<file path="src/rtl/vector_output_pkg.sv">
// Shared constants and state type for the vector output serializer and the CPU top.
package vector_output_pkg;

  localparam int DEFAULT_DATA_WIDTH  = 19;
  localparam int DEFAULT_VECTOR_SIZE = 6;
  localparam int DEFAULT_FIFO_DEPTH  = 4;

  typedef enum logic {
    IDLE   = 1'b0,
    STREAM = 1'b1
  } state_t;

  // Index counter width; a one-element word still needs a one-bit index port.
  function automatic int index_width(input int n);
    return (n > 1) ? $clog2(n) : 1;
  endfunction

endpackage

</file>
<file path="src/rtl/vector_output_serializer_if.sv">
// Element stream from the serializer to a narrow sink (valid/ready handshake).
interface vector_output_serializer_if
  import vector_output_pkg::*;
#(
  parameter int DATA_WIDTH = DEFAULT_DATA_WIDTH,
  parameter int INDEX_W    = index_width(DEFAULT_VECTOR_SIZE)
);
  logic [DATA_WIDTH-1:0] elementData;
  logic                  elementValid;
  logic                  elementReady;
  logic [INDEX_W-1:0]    elementIndex;
  logic                  lastElement;

  modport master (
    output elementData,
    output elementValid,
    output elementIndex,
    output lastElement,
    input  elementReady
  );

  modport slave (
    input  elementData,
    input  elementValid,
    input  elementIndex,
    input  lastElement,
    output elementReady
  );
endinterface

</file>
<file path="src/rtl/vector_word_fifo.sv">
// Synchronous word FIFO; a push into a full FIFO is accepted when a pop happens on the same edge.
module vector_word_fifo #(
  parameter int WIDTH = 8,
  parameter int DEPTH = 4
) (
  input  logic                     clock,
  input  logic                     reset,
  input  logic                     push,
  input  logic [WIDTH-1:0]         push_data,
  input  logic                     pop,
  output logic [WIDTH-1:0]         head,
  output logic [$clog2(DEPTH):0]   count,
  output logic                     full,
  output logic                     empty
);
  localparam int PTR_W = $clog2(DEPTH);
  localparam int CNT_W = PTR_W + 1;

  logic [WIDTH-1:0] mem [DEPTH];
  logic [PTR_W-1:0] wr_ptr_reg, rd_ptr_reg;
  logic [CNT_W-1:0] count_reg;
  logic             pop_ok, push_ok;

  assign empty   = (count_reg == '0);
  assign full    = (count_reg == CNT_W'(DEPTH));
  assign pop_ok  = pop & ~empty;
  assign push_ok = push & (~full | pop_ok);
  assign count   = count_reg;
  // Head is read combinationally so the consumer can load it on the popping edge.
  assign head    = mem[rd_ptr_reg];

  always_ff @(posedge clock) begin
    if (push_ok) mem[wr_ptr_reg] <= push_data;
  end

  always_ff @(posedge clock or negedge reset) begin
    if (!reset) begin
      wr_ptr_reg <= '0;
      rd_ptr_reg <= '0;
      count_reg  <= '0;
    end else begin
      if (push_ok) wr_ptr_reg <= wr_ptr_reg + 1'b1;
      if (pop_ok)  rd_ptr_reg <= rd_ptr_reg + 1'b1;
      case ({push_ok, pop_ok})
        2'b10:   count_reg <= count_reg + 1'b1;
        2'b01:   count_reg <= count_reg - 1'b1;
        default: count_reg <= count_reg;
      endcase
    end
  end
endmodule

</file>
<file path="src/rtl/vector_output_serializer.sv">
// Captures flagged CPU vector words into a FIFO and streams them out one element per beat.
module vector_output_serializer
  import vector_output_pkg::*;
#(
  parameter int DATA_WIDTH  = DEFAULT_DATA_WIDTH,
  parameter int VECTOR_SIZE = DEFAULT_VECTOR_SIZE,
  parameter int FIFO_DEPTH  = DEFAULT_FIFO_DEPTH
) (
  input  logic                              clock,
  input  logic                              reset,
  input  logic [VECTOR_SIZE*DATA_WIDTH-1:0] out,
  input  logic                              outFlag,
  vector_output_serializer_if.master        element,
  output logic [$clog2(FIFO_DEPTH):0]       fifoCount,
  output logic                              overflow,
  input  logic                              clearOverflow,
  output logic                              busy
);
  localparam int WORD_W = VECTOR_SIZE * DATA_WIDTH;
  localparam int IDX_W  = index_width(VECTOR_SIZE);
  localparam int CNT_W  = $clog2(FIFO_DEPTH) + 1;

  state_t            state_reg, state_next;
  logic [WORD_W-1:0] shift_reg, shift_next;
  logic [IDX_W-1:0]  index_reg, index_next;
  logic              overflow_reg, overflow_next;

  logic              fifo_pop, fifo_full, fifo_empty, last_index, drop;
  logic [WORD_W-1:0] fifo_head;
  logic [CNT_W-1:0]  fifo_count;

  vector_word_fifo #(
    .WIDTH (WORD_W),
    .DEPTH (FIFO_DEPTH)
  ) u_fifo (
    .clock     (clock),
    .reset     (reset),
    .push      (outFlag),
    .push_data (out),
    .pop       (fifo_pop),
    .head      (fifo_head),
    .count     (fifo_count),
    .full      (fifo_full),
    .empty     (fifo_empty)
  );

  assign last_index = (index_reg == IDX_W'(VECTOR_SIZE - 1));
  assign drop       = outFlag & fifo_full & ~fifo_pop;

  always_comb begin
    state_next    = state_reg;
    shift_next    = shift_reg;
    index_next    = index_reg;
    fifo_pop      = 1'b0;
    case (state_reg)
      IDLE: begin
        if (!fifo_empty) begin
          shift_next = fifo_head;
          index_next = '0;
          fifo_pop   = 1'b1;
          state_next = STREAM;
        end
      end
      STREAM: begin
        if (element.elementReady) begin
          if (!last_index) begin
            shift_next = shift_reg >> DATA_WIDTH;
            index_next = index_reg + 1'b1;
          end else if (!fifo_empty) begin
            // Reload on the last accepted beat so consecutive words have no bubble.
            shift_next = fifo_head;
            index_next = '0;
            fifo_pop   = 1'b1;
          end else begin
            shift_next = '0;
            index_next = '0;
            state_next = IDLE;
          end
        end
      end
      default: state_next = IDLE;
    endcase

    // A drop on the same edge as a clear leaves the flag set.
    overflow_next = overflow_reg;
    if (drop)               overflow_next = 1'b1;
    else if (clearOverflow) overflow_next = 1'b0;
  end

  always_ff @(posedge clock or negedge reset) begin
    if (!reset) begin
      state_reg    <= IDLE;
      shift_reg    <= '0;
      index_reg    <= '0;
      overflow_reg <= 1'b0;
    end else begin
      state_reg    <= state_next;
      shift_reg    <= shift_next;
      index_reg    <= index_next;
      overflow_reg <= overflow_next;
    end
  end

  assign element.elementValid = (state_reg == STREAM);
  assign element.elementData  = shift_reg[DATA_WIDTH-1:0];
  assign element.elementIndex = index_reg;
  assign element.lastElement  = (state_reg == STREAM) & last_index;
  assign fifoCount            = fifo_count;
  assign overflow             = overflow_reg;
  assign busy                 = (state_reg == STREAM) | (fifo_count != '0);
endmodule

</file>
<file path="src/flat_wrapper.sv">
// flat-port wrapper written by rule: the top's interface ports become plain ports
module vector_output_serializer_flat import vector_output_pkg::*;
#(
  parameter int DATA_WIDTH  = DEFAULT_DATA_WIDTH,
  parameter int VECTOR_SIZE = DEFAULT_VECTOR_SIZE,
  parameter int FIFO_DEPTH  = DEFAULT_FIFO_DEPTH
)
  (clock, reset, out, outFlag, fifoCount, overflow, clearOverflow, busy, element_elementData, element_elementValid, element_elementIndex, element_lastElement, element_elementReady);
  vector_output_serializer_if #(.DATA_WIDTH(DATA_WIDTH), .INDEX_W(3)) element_i ();
  input  logic clock;
  input  logic reset;
  input  logic [VECTOR_SIZE*DATA_WIDTH-1:0] out;
  input  logic outFlag;
  output logic [$clog2(FIFO_DEPTH):0] fifoCount;
  output logic overflow;
  input  logic clearOverflow;
  output logic busy;
  output wire logic [$bits(element_i.elementData)-1:0] element_elementData;
  output wire logic [$bits(element_i.elementValid)-1:0] element_elementValid;
  output wire logic [$bits(element_i.elementIndex)-1:0] element_elementIndex;
  output wire logic [$bits(element_i.lastElement)-1:0] element_lastElement;
  input wire logic [$bits(element_i.elementReady)-1:0] element_elementReady;
  assign element_elementData = element_i.elementData;
  assign element_elementValid = element_i.elementValid;
  assign element_elementIndex = element_i.elementIndex;
  assign element_lastElement = element_i.lastElement;
  assign element_i.elementReady = element_elementReady;
  vector_output_serializer #(.DATA_WIDTH(DATA_WIDTH), .VECTOR_SIZE(VECTOR_SIZE), .FIFO_DEPTH(FIFO_DEPTH)) u_core (.clock(clock), .reset(reset), .out(out), .outFlag(outFlag), .element(element_i), .fifoCount(fifoCount), .overflow(overflow), .clearOverflow(clearOverflow), .busy(busy));
endmodule
</file>
<file path="config.mk">
export PLATFORM = sky130hd
export DESIGN_NAME = vector_output_serializer_flat
export DESIGN_NICKNAME = d
export VERILOG_FILES = /design/src/rtl/vector_output_pkg.sv /design/src/rtl/vector_output_serializer_if.sv /design/src/rtl/vector_word_fifo.sv /design/src/rtl/vector_output_serializer.sv /design/src/flat_wrapper.sv
export SDC_FILE = /design/constraint.sdc
export NUM_CORES = 1
export LEC_CHECK = 0
export BUFFER_PORTS_ARGS = -buffer_cell sky130_fd_sc_hd__buf_2
export CAP_MARGIN = 20
export CORE_ASPECT_RATIO = 1.75
export CORE_UTILIZATION = 60
export DETAILED_ROUTE_END_ITERATION = 10
export PLACE_DENSITY = 0.88
export SLEW_MARGIN = 20
export SYNTH_ARGS = -nofsm -noshare
export SYNTH_HDL_FRONTEND = slang
export SYNTH_HIERARCHICAL = 1
export SYNTH_SLANG_ARGS = --single-unit
</file>
<file path="constraint.sdc">
create_clock -name clock -period 5.3 [get_ports clock]
set_input_delay 0.795 -clock clock [delete_from_list [all_inputs] [get_ports clock]]
set_output_delay 0.795 -clock clock [all_outputs]
set_load 0.1 [all_outputs]
</file>
# [Word-level counts from Yosys, hierarchy flattened]
# Memory sizes are Yosys's and may differ from the RTL's.
# Cells that the tools add are included.
[totals] mem_bits_rw=456 memories=1 ff_bits=126 latch_bits=0 rom_bits=0
[mem_list] memory="u_core.u_fifo.mem" words=4 width=114 read_ports=1 rd_clocked_by_memory_dff=0 wr=1 line_no="vector_word_fifo.sv:19" source="logic [WIDTH-1:0] mem [DEPTH];"
[op_classes] n_bitwise=11 n_eq_ne=6 div=0 muxes=21 magnitude_cmp=0 multipliers=0 addsub=5 n_shift=0 reduce_logical=5
[op_table] op="$mux W114" n=4
[op_table] op="$pmux W114 S2" n=1
[op_table] op="$pmux W3 S2" n=2
[op_table] op="$mux W1" n=9
[op_table] op="$mux W3" n=3
[op_table] op="$add A3 B1 Y3 const B" n=2
[op_table] op="$eq A3 B3 Y1 const B" n=2
[op_table] op="$and A1 B1 Y1" n=5
[op_table] op="$add A2 B1 Y2 const B" n=2
[op_table] op="$ne A2 B2 Y1 const B" n=2
[op_table] op="$not A1 Y1" n=4
[op_table] op="$pmux W1 S2" n=2
[op_table] op="$reduce_bool A2 Y1" n=2
[op_table] op="$logic_not A3 Y1" n=1
[op_table] op="$reduce_bool A3 Y1" n=1
[op_table] op="$sub A3 B1 Y3 const B" n=1
[op_table] op="$eq A2 B1 Y1 const B" n=1
[op_table] op="$eq A2 B2 Y1 const B" n=1
[op_table] op="$or A1 B1 Y1" n=2
[op_table] op="$reduce_and A2 Y1" n=1

# [Depth between registers and ports, before layout]
[logic_depth] word_depth=10 ltp_mapped=12 depth_no_buf=8

# [Hierarchy]
# Netlist, hierarchy kept.
[by_module_without_submodules] mod="vector_word_fifo" area_each_um2=16918.7 cells_per_inst=648 seq_area_each_um2=13868.3 instances=1
[by_module_without_submodules] mod="vector_output_serializer" area_each_um2=5196.2 cells_per_inst=417 seq_area_each_um2=2977.9 instances=1

# [Worst setup path before layout]
# OpenSTA, ideal clock, no wires.
[synth_path] path_type="reg2reg" startpoint="register u_core.u_fifo.count_reg[2], in the netlist u_core/u_fifo/count[2]" endpoint="memory u_core/u_fifo/mem[2][0] (netlist name) (enable)" path_stages_with_launch=8 slack_ns=0.118 arrival_time_ns=4.696 required_time_ns=4.814 cell_sequence="dfrtp_1 -> buf_4 -> nor3_1 -> a21oi_2 -> buf_4 -> buf_4 -> o21a_4 -> and2_1"
[synth_via] elab_chain_cells=10 word_cells_on_any_way=13 cone_classes="1 x eq/ne; 6 x mux; 5 x bitwise; 1 x reduce/logical"
[synth_rtl] element="start: declaration" line_no="vector_word_fifo.sv:21" source="logic [CNT_W-1:0] count_reg;"
[synth_rtl] element="start signal: assignment" line_no="vector_word_fifo.sv:45" source="2'b10: count_reg <= count_reg + 1'b1;"
[synth_rtl] element="start signal: assignment" line_no="vector_word_fifo.sv:46" source="2'b01: count_reg <= count_reg - 1'b1;"
[synth_rtl] element="start signal: assignment" line_no="vector_word_fifo.sv:47" source="default: count_reg <= count_reg;"
[synth_rtl] element="$logic_not A3 Y1 (*)" line_no="vector_word_fifo.sv:24" source="assign empty = (count_reg == '0);"
[synth_rtl] element="named net u_core.fifo_empty" line_no="vector_output_serializer.sv:28" source="logic fifo_pop, fifo_full, fifo_empty, last_index, drop;"
[synth_rtl] element="$mux W1 (*)" line_no="vector_output_serializer.sv:57, vector_output_serializer.sv:69"
[synth_rtl] element="$mux W1" line_no="vector_output_serializer.sv:66" source="if (!last_index) begin"
[synth_rtl] element="$mux W1" line_no="vector_output_serializer.sv:65" source="if (element.elementReady) begin"
[synth_rtl] element="$pmux W1 S2 (*)" line_no="vector_output_serializer.sv:55" source="case (state_reg)"
[synth_rtl] element="named net u_core.fifo_pop" line_no="vector_output_serializer.sv:28"
[synth_rtl] element="$and A1 B1 Y1 (*)" line_no="vector_word_fifo.sv:26" source="assign pop_ok = pop & ~empty;"
[synth_rtl] element="$or A1 B1 Y1 (*)" line_no="vector_word_fifo.sv:27" source="assign push_ok = push & (~full | pop_ok);"
[synth_rtl] element="$and A1 B1 Y1 (*)" line_no="vector_word_fifo.sv:27"
[synth_rtl] element="$mux W1 (*)" line_no="vector_word_fifo.sv:33" source="if (push_ok) mem[wr_ptr_reg] <= push_data;"
[synth_rtl] element="$mux W1 (not written as such) (*)" line_no="vector_word_fifo.sv:33"
[synth_rtl] element="end: declaration" line_no="vector_word_fifo.sv:19"
# The timed path passes the listed nets; every way through them passes the cells marked *.

# [Worst setup path in the final report]
[layout_path] startpoint="register u_core.index_reg[1], in the netlist u_core/element.elementIndex[1]" endpoint="register u_core.u_fifo.count_reg[2], in the netlist u_core/u_fifo/count[2]"
[layout_via] elab_chain_cells=9 word_cells_on_any_way=11 cone_classes="3 x eq/ne; 4 x mux; 3 x bitwise; 1 x reduce/logical"
[layout_rtl] element="start: declaration" line_no="vector_output_serializer.sv:25" source="logic [IDX_W-1:0] index_reg, index_next;"
[layout_rtl] element="start signal: assignment" line_no="vector_output_serializer.sv:99" source="index_reg <= index_next;"
[layout_rtl] element="$eq A3 B3 Y1 (*)" line_no="vector_output_serializer.sv:47" source="assign last_index = (index_reg == IDX_W'(VECTOR_SIZE - 1));"
[layout_rtl] element="$mux W1 (*)" line_no="vector_output_serializer.sv:66"
[layout_rtl] element="$mux W1 (*)" line_no="vector_output_serializer.sv:65"
[layout_rtl] element="$pmux W1 S2 (*)" line_no="vector_output_serializer.sv:55"
[layout_rtl] element="$and A1 B1 Y1 (*)" line_no="vector_word_fifo.sv:26"
[layout_rtl] element="$or A1 B1 Y1" line_no="vector_word_fifo.sv:27"
[layout_rtl] element="$and A1 B1 Y1" line_no="vector_word_fifo.sv:27"
[layout_rtl] element="$eq A2 B1 Y1 / $eq A2 B2 Y1 (equally long branches)" line_no="vector_word_fifo.sv:44" source="case ({push_ok, pop_ok})"
[layout_rtl] element="$pmux W3 S2 / $reduce_bool A2 Y1 (equally long branches)"
# Every way passes the cells marked *; elsewhere a longest branch is shown, timed or not.
# A chain may end at the register's enable or synchronous reset.

==> flow_metrics.env <==
export IMPL_cts_buffers=49
export IMPL_synthTopCellsByArea="edfxtp_1, dfrtp_1, mux4_2"
export IMPL_nets=1310
export IMPL_largest_reg_flops=456
export IMPL_total_power_mw=14.03
export IMPL_syn2layout_area_growth_pct=12.20
export IMPL_fmax_mhz=310.6
export IMPL_synth_edff_count=456
export IMPL_htreeDepth=2
export IMPL_ys_seq_area_frac=0.7618
export IMPL_yosysTopAreaCell="edfxtp_1"
export IMPL_cp_start_kind="register"
export IMPL_ctsResizeCount=0
export IMPL_cts_root_buf="clkbuf_16"
export IMPL_drt_total_wl_um=49300
export IMPL_die_w_um=147.1
export IMPL_postCtsSetupBuffers=0
export IMPL_syn_avg_cell_area_um2=20.77
export IMPL_clock_latency_ns=0.58
export IMPL_ys_types=44
export IMPL_status="finished, final reports clean"
export IMPL_grt_max_degree=97
export IMPL_track_usage=0.2693
export IMPL_critPathKind="reg -> reg"
export IMPL_rr_worst_depth=9
export IMPL_synth_nets=1189
export IMPL_rows=92
export IMPL_initialDrtViolationCount=1355
export IMPL_io_pins=148
export IMPL_gp_congestion=0.8262
export IMPL_place_hpwl_um=28380
export IMPL_reg2reg_to="u_core/u_fifo/count[2]"
export IMPL_maxSlewHeadroom=0.3456
export IMPL_crit_path_end_kind="register"
export IMPL_fin_skew_ns=0.02295
export IMPL_clk_path_buf_depth=3
export IMPL_rsz0062_at_grt="no"
export IMPL_cts_tree="built"
export IMPL_finalCriticalPeriod_ns=3.220
export IMPL_yosysMostFrequentCell="edfxtp_1"
export IMPL_antenna_found_initial=16
export IMPL_worstMarginPinSlew_ns=0.9816
export IMPL_wl_met1_um=16720
export IMPL_ys_seq_elements=582
export IMPL_hold_buffers=0
export IMPL_dr_wl_met2_um=26670
export IMPL_ir_drop_mv=0.3174
export IMPL_yosys_top_cells_count="edfxtp_1, dfrtp_1, mux4_2, a221o_1, and3_1"
export IMPL_cp_slowest_cell="buf_4"
export IMPL_cp_required_ns=5.74
export IMPL_cts_sinks=582
export IMPL_highest_layer="met5"
export IMPL_setup_viol=0
export IMPL_route_antenna_remaining_nets=0
export IMPL_async_flop_share=0.2165
export IMPL_timing_critical_path_mode_cell="nand2b_1"
export IMPL_reg2reg_from="u_core/element.elementIndex[1]"
export IMPL_die_y_um=256.0
export IMPL_drive_gt1_frac=0.3040
export IMPL_ys_warnings_count=6
export IMPL_power_density_nw_per_um2=565.6
export IMPL_firstDrtPassIters=5
export IMPL_io_buffers=147
export IMPL_coreArea_um2=36140
export IMPL_wl_met3_um=3475
export IMPL_vias=11416
export IMPL_critPathArrivalTime_ns=3.66
export IMPL_cpPeakStageDelay_ns=0.66
export IMPL_drc=0
export IMPL_start_util=0.6118
export IMPL_leakage_nw=9.282
export IMPL_clkTransAtPathRegs_ns=0.07
export IMPL_wl_per_cell_um=28.85
export IMPL_finalCritPeriodShare=0.6076
export IMPL_viasPerCell=6.680
export IMPL_hold_class="in -> async"
export IMPL_grt_pass1_vias=11918
export IMPL_hold_viol=0
export IMPL_r2r_slack_ns=2.08
export IMPL_n_fill_cell=2153
export IMPL_synth_ff_type="edfxtp_1"
export IMPL_tns_ns=0
export IMPL_cap_viol_max_count=0
export IMPL_path_cells="nand4b_1, a21oi_4, buf_4, nand2b_1, or2_2, fa_1, nand2b_1, o211ai_1, o311ai_0"
export IMPL_grt_pass1_wl_um=74280
export IMPL_dieArea_um2=37660
export IMPL_worstPathMaxFanout=65
export IMPL_yosys_area_top_type_share=0.6192
export IMPL_netlist_area_um2=22110
export IMPL_slew_violations=0
export IMPL_grt_ovfl_total=0
export IMPL_syn_inst=1065
==> critical path: cells and delay by family, from the launching register on <==
kind | cells | cell delay, ns
simple gates | 4 | 0.99
buf+inv | 1 | 0.66
compound gates | 3 | 0.57
flops | 1 | 0.43
fa+ha+maj | 1 | 0.39
==> power by group <==
| group | internal [mW] | switching (mW) |
|---|---|---|
| sequential | 6.08 | 0.590 |
| combinational | 1.49 | 2.26 |
| clock | 1.98 | 1.62 |
==> routing by layer <==
| metal | vias to the layer above | GRT usage |
|---|---|---|
| met5 | - | 0 |
| met4 | 4 | 0.1486 |
| met3 | 109 | 0.04118 |
| met2 | 684 | 0.4596 |
| met1 | 5935 | 0.3292 |
| li1 | 4684 | - |
==> logic make-up after synthesis <==
family / share of synthesized area
and+or+nand+nor: 0.03468
xor gates and xnor gates: 0.001980
muxes: 0.1182
AOI/OAI and AO/OA: 0.05584
DFF: 0.7618
buffers and inverters: 0.02438
adders and majority gates: 0.003168
==> worst max-delay path by stage <==
stage	start	endpoint	slack (ns)	depth (start not counted)
2_1_floorplan	u_core/u_fifo/count[2]	u_core/u_fifo/mem[2][0]	0.12	7
3_3_place_gp	element_elementReady	u_core/u_fifo/count[2]	1.90	10
3_5_place_dp	element_elementReady	u_core/u_fifo/count[2]	1.77	10
4_1_cts	u_core/element.elementIndex[1]	u_core/u_fifo/count[2]	2.16	9
5_1_grt	u_core/element.elementIndex[1]	u_core/u_fifo/count[2]	1.94	9
6_report	u_core/element.elementIndex[1]	u_core/u_fifo/count[2]	2.08	9
==> through the flow <==
stage	setup WS [ns]	area (um2)	std cells	hold slack (ns)	utilization
6_report	2.080	24810	1709	0.2600	0.6865
5_1_grt	1.943	24810	1709	0.3059	0.6865
4_1_cts	2.159	24780	1697	0.2667	0.6856
3_5_place_dp	1.766	23170	1605	0.4746	0.6409
3_3_place_gp	1.903	23170	1605	0.4761	0.6409
2_1_floorplan	0.1182	22120	1065	0.4578	-
==> cell usage in the layout (no fill, tap or decap), types with 3 or more instances in the layout <==
master / instances
and2_4: 4
nand2_1: 5
clkinvlp_4: 4
inv_1: 7
edfxtp_1: 456
buf_2: 146
dfrtp_1: 124
clkinv_2: 13
nor2_1: 4
nand3b_1: 3
a22o_1: 19
buf_12: 6
xnor2_1: 4
a221o_1: 95
nand3_1: 3
and3_1: 95
mux4_2: 114
diode_2: 12
clkinv_1: 4
clkbuf_1: 7
bufinv_16: 3
ha_1: 4
buf_4: 11
clkbuf_16: 52
==> layout make-up <==
type / instances / area (um2) / share of cell area
timing repair buffer: 164 / 944.7 / 0.03807
clock buffer: 61 / 1355 / 0.05461
inverter: 7 / 26.28 / 0.001059
sequential: 582 / 16850 / 0.6792
tap: 470 / 588.1 / 0.02370
antenna: 12 / 30.03 / 0.001210
multi-input combinational: 382 / 4753 / 0.1916
clock inverter: 31 / 261.5 / 0.01054
Note: power is estimated with default switching activity, not from simulation.
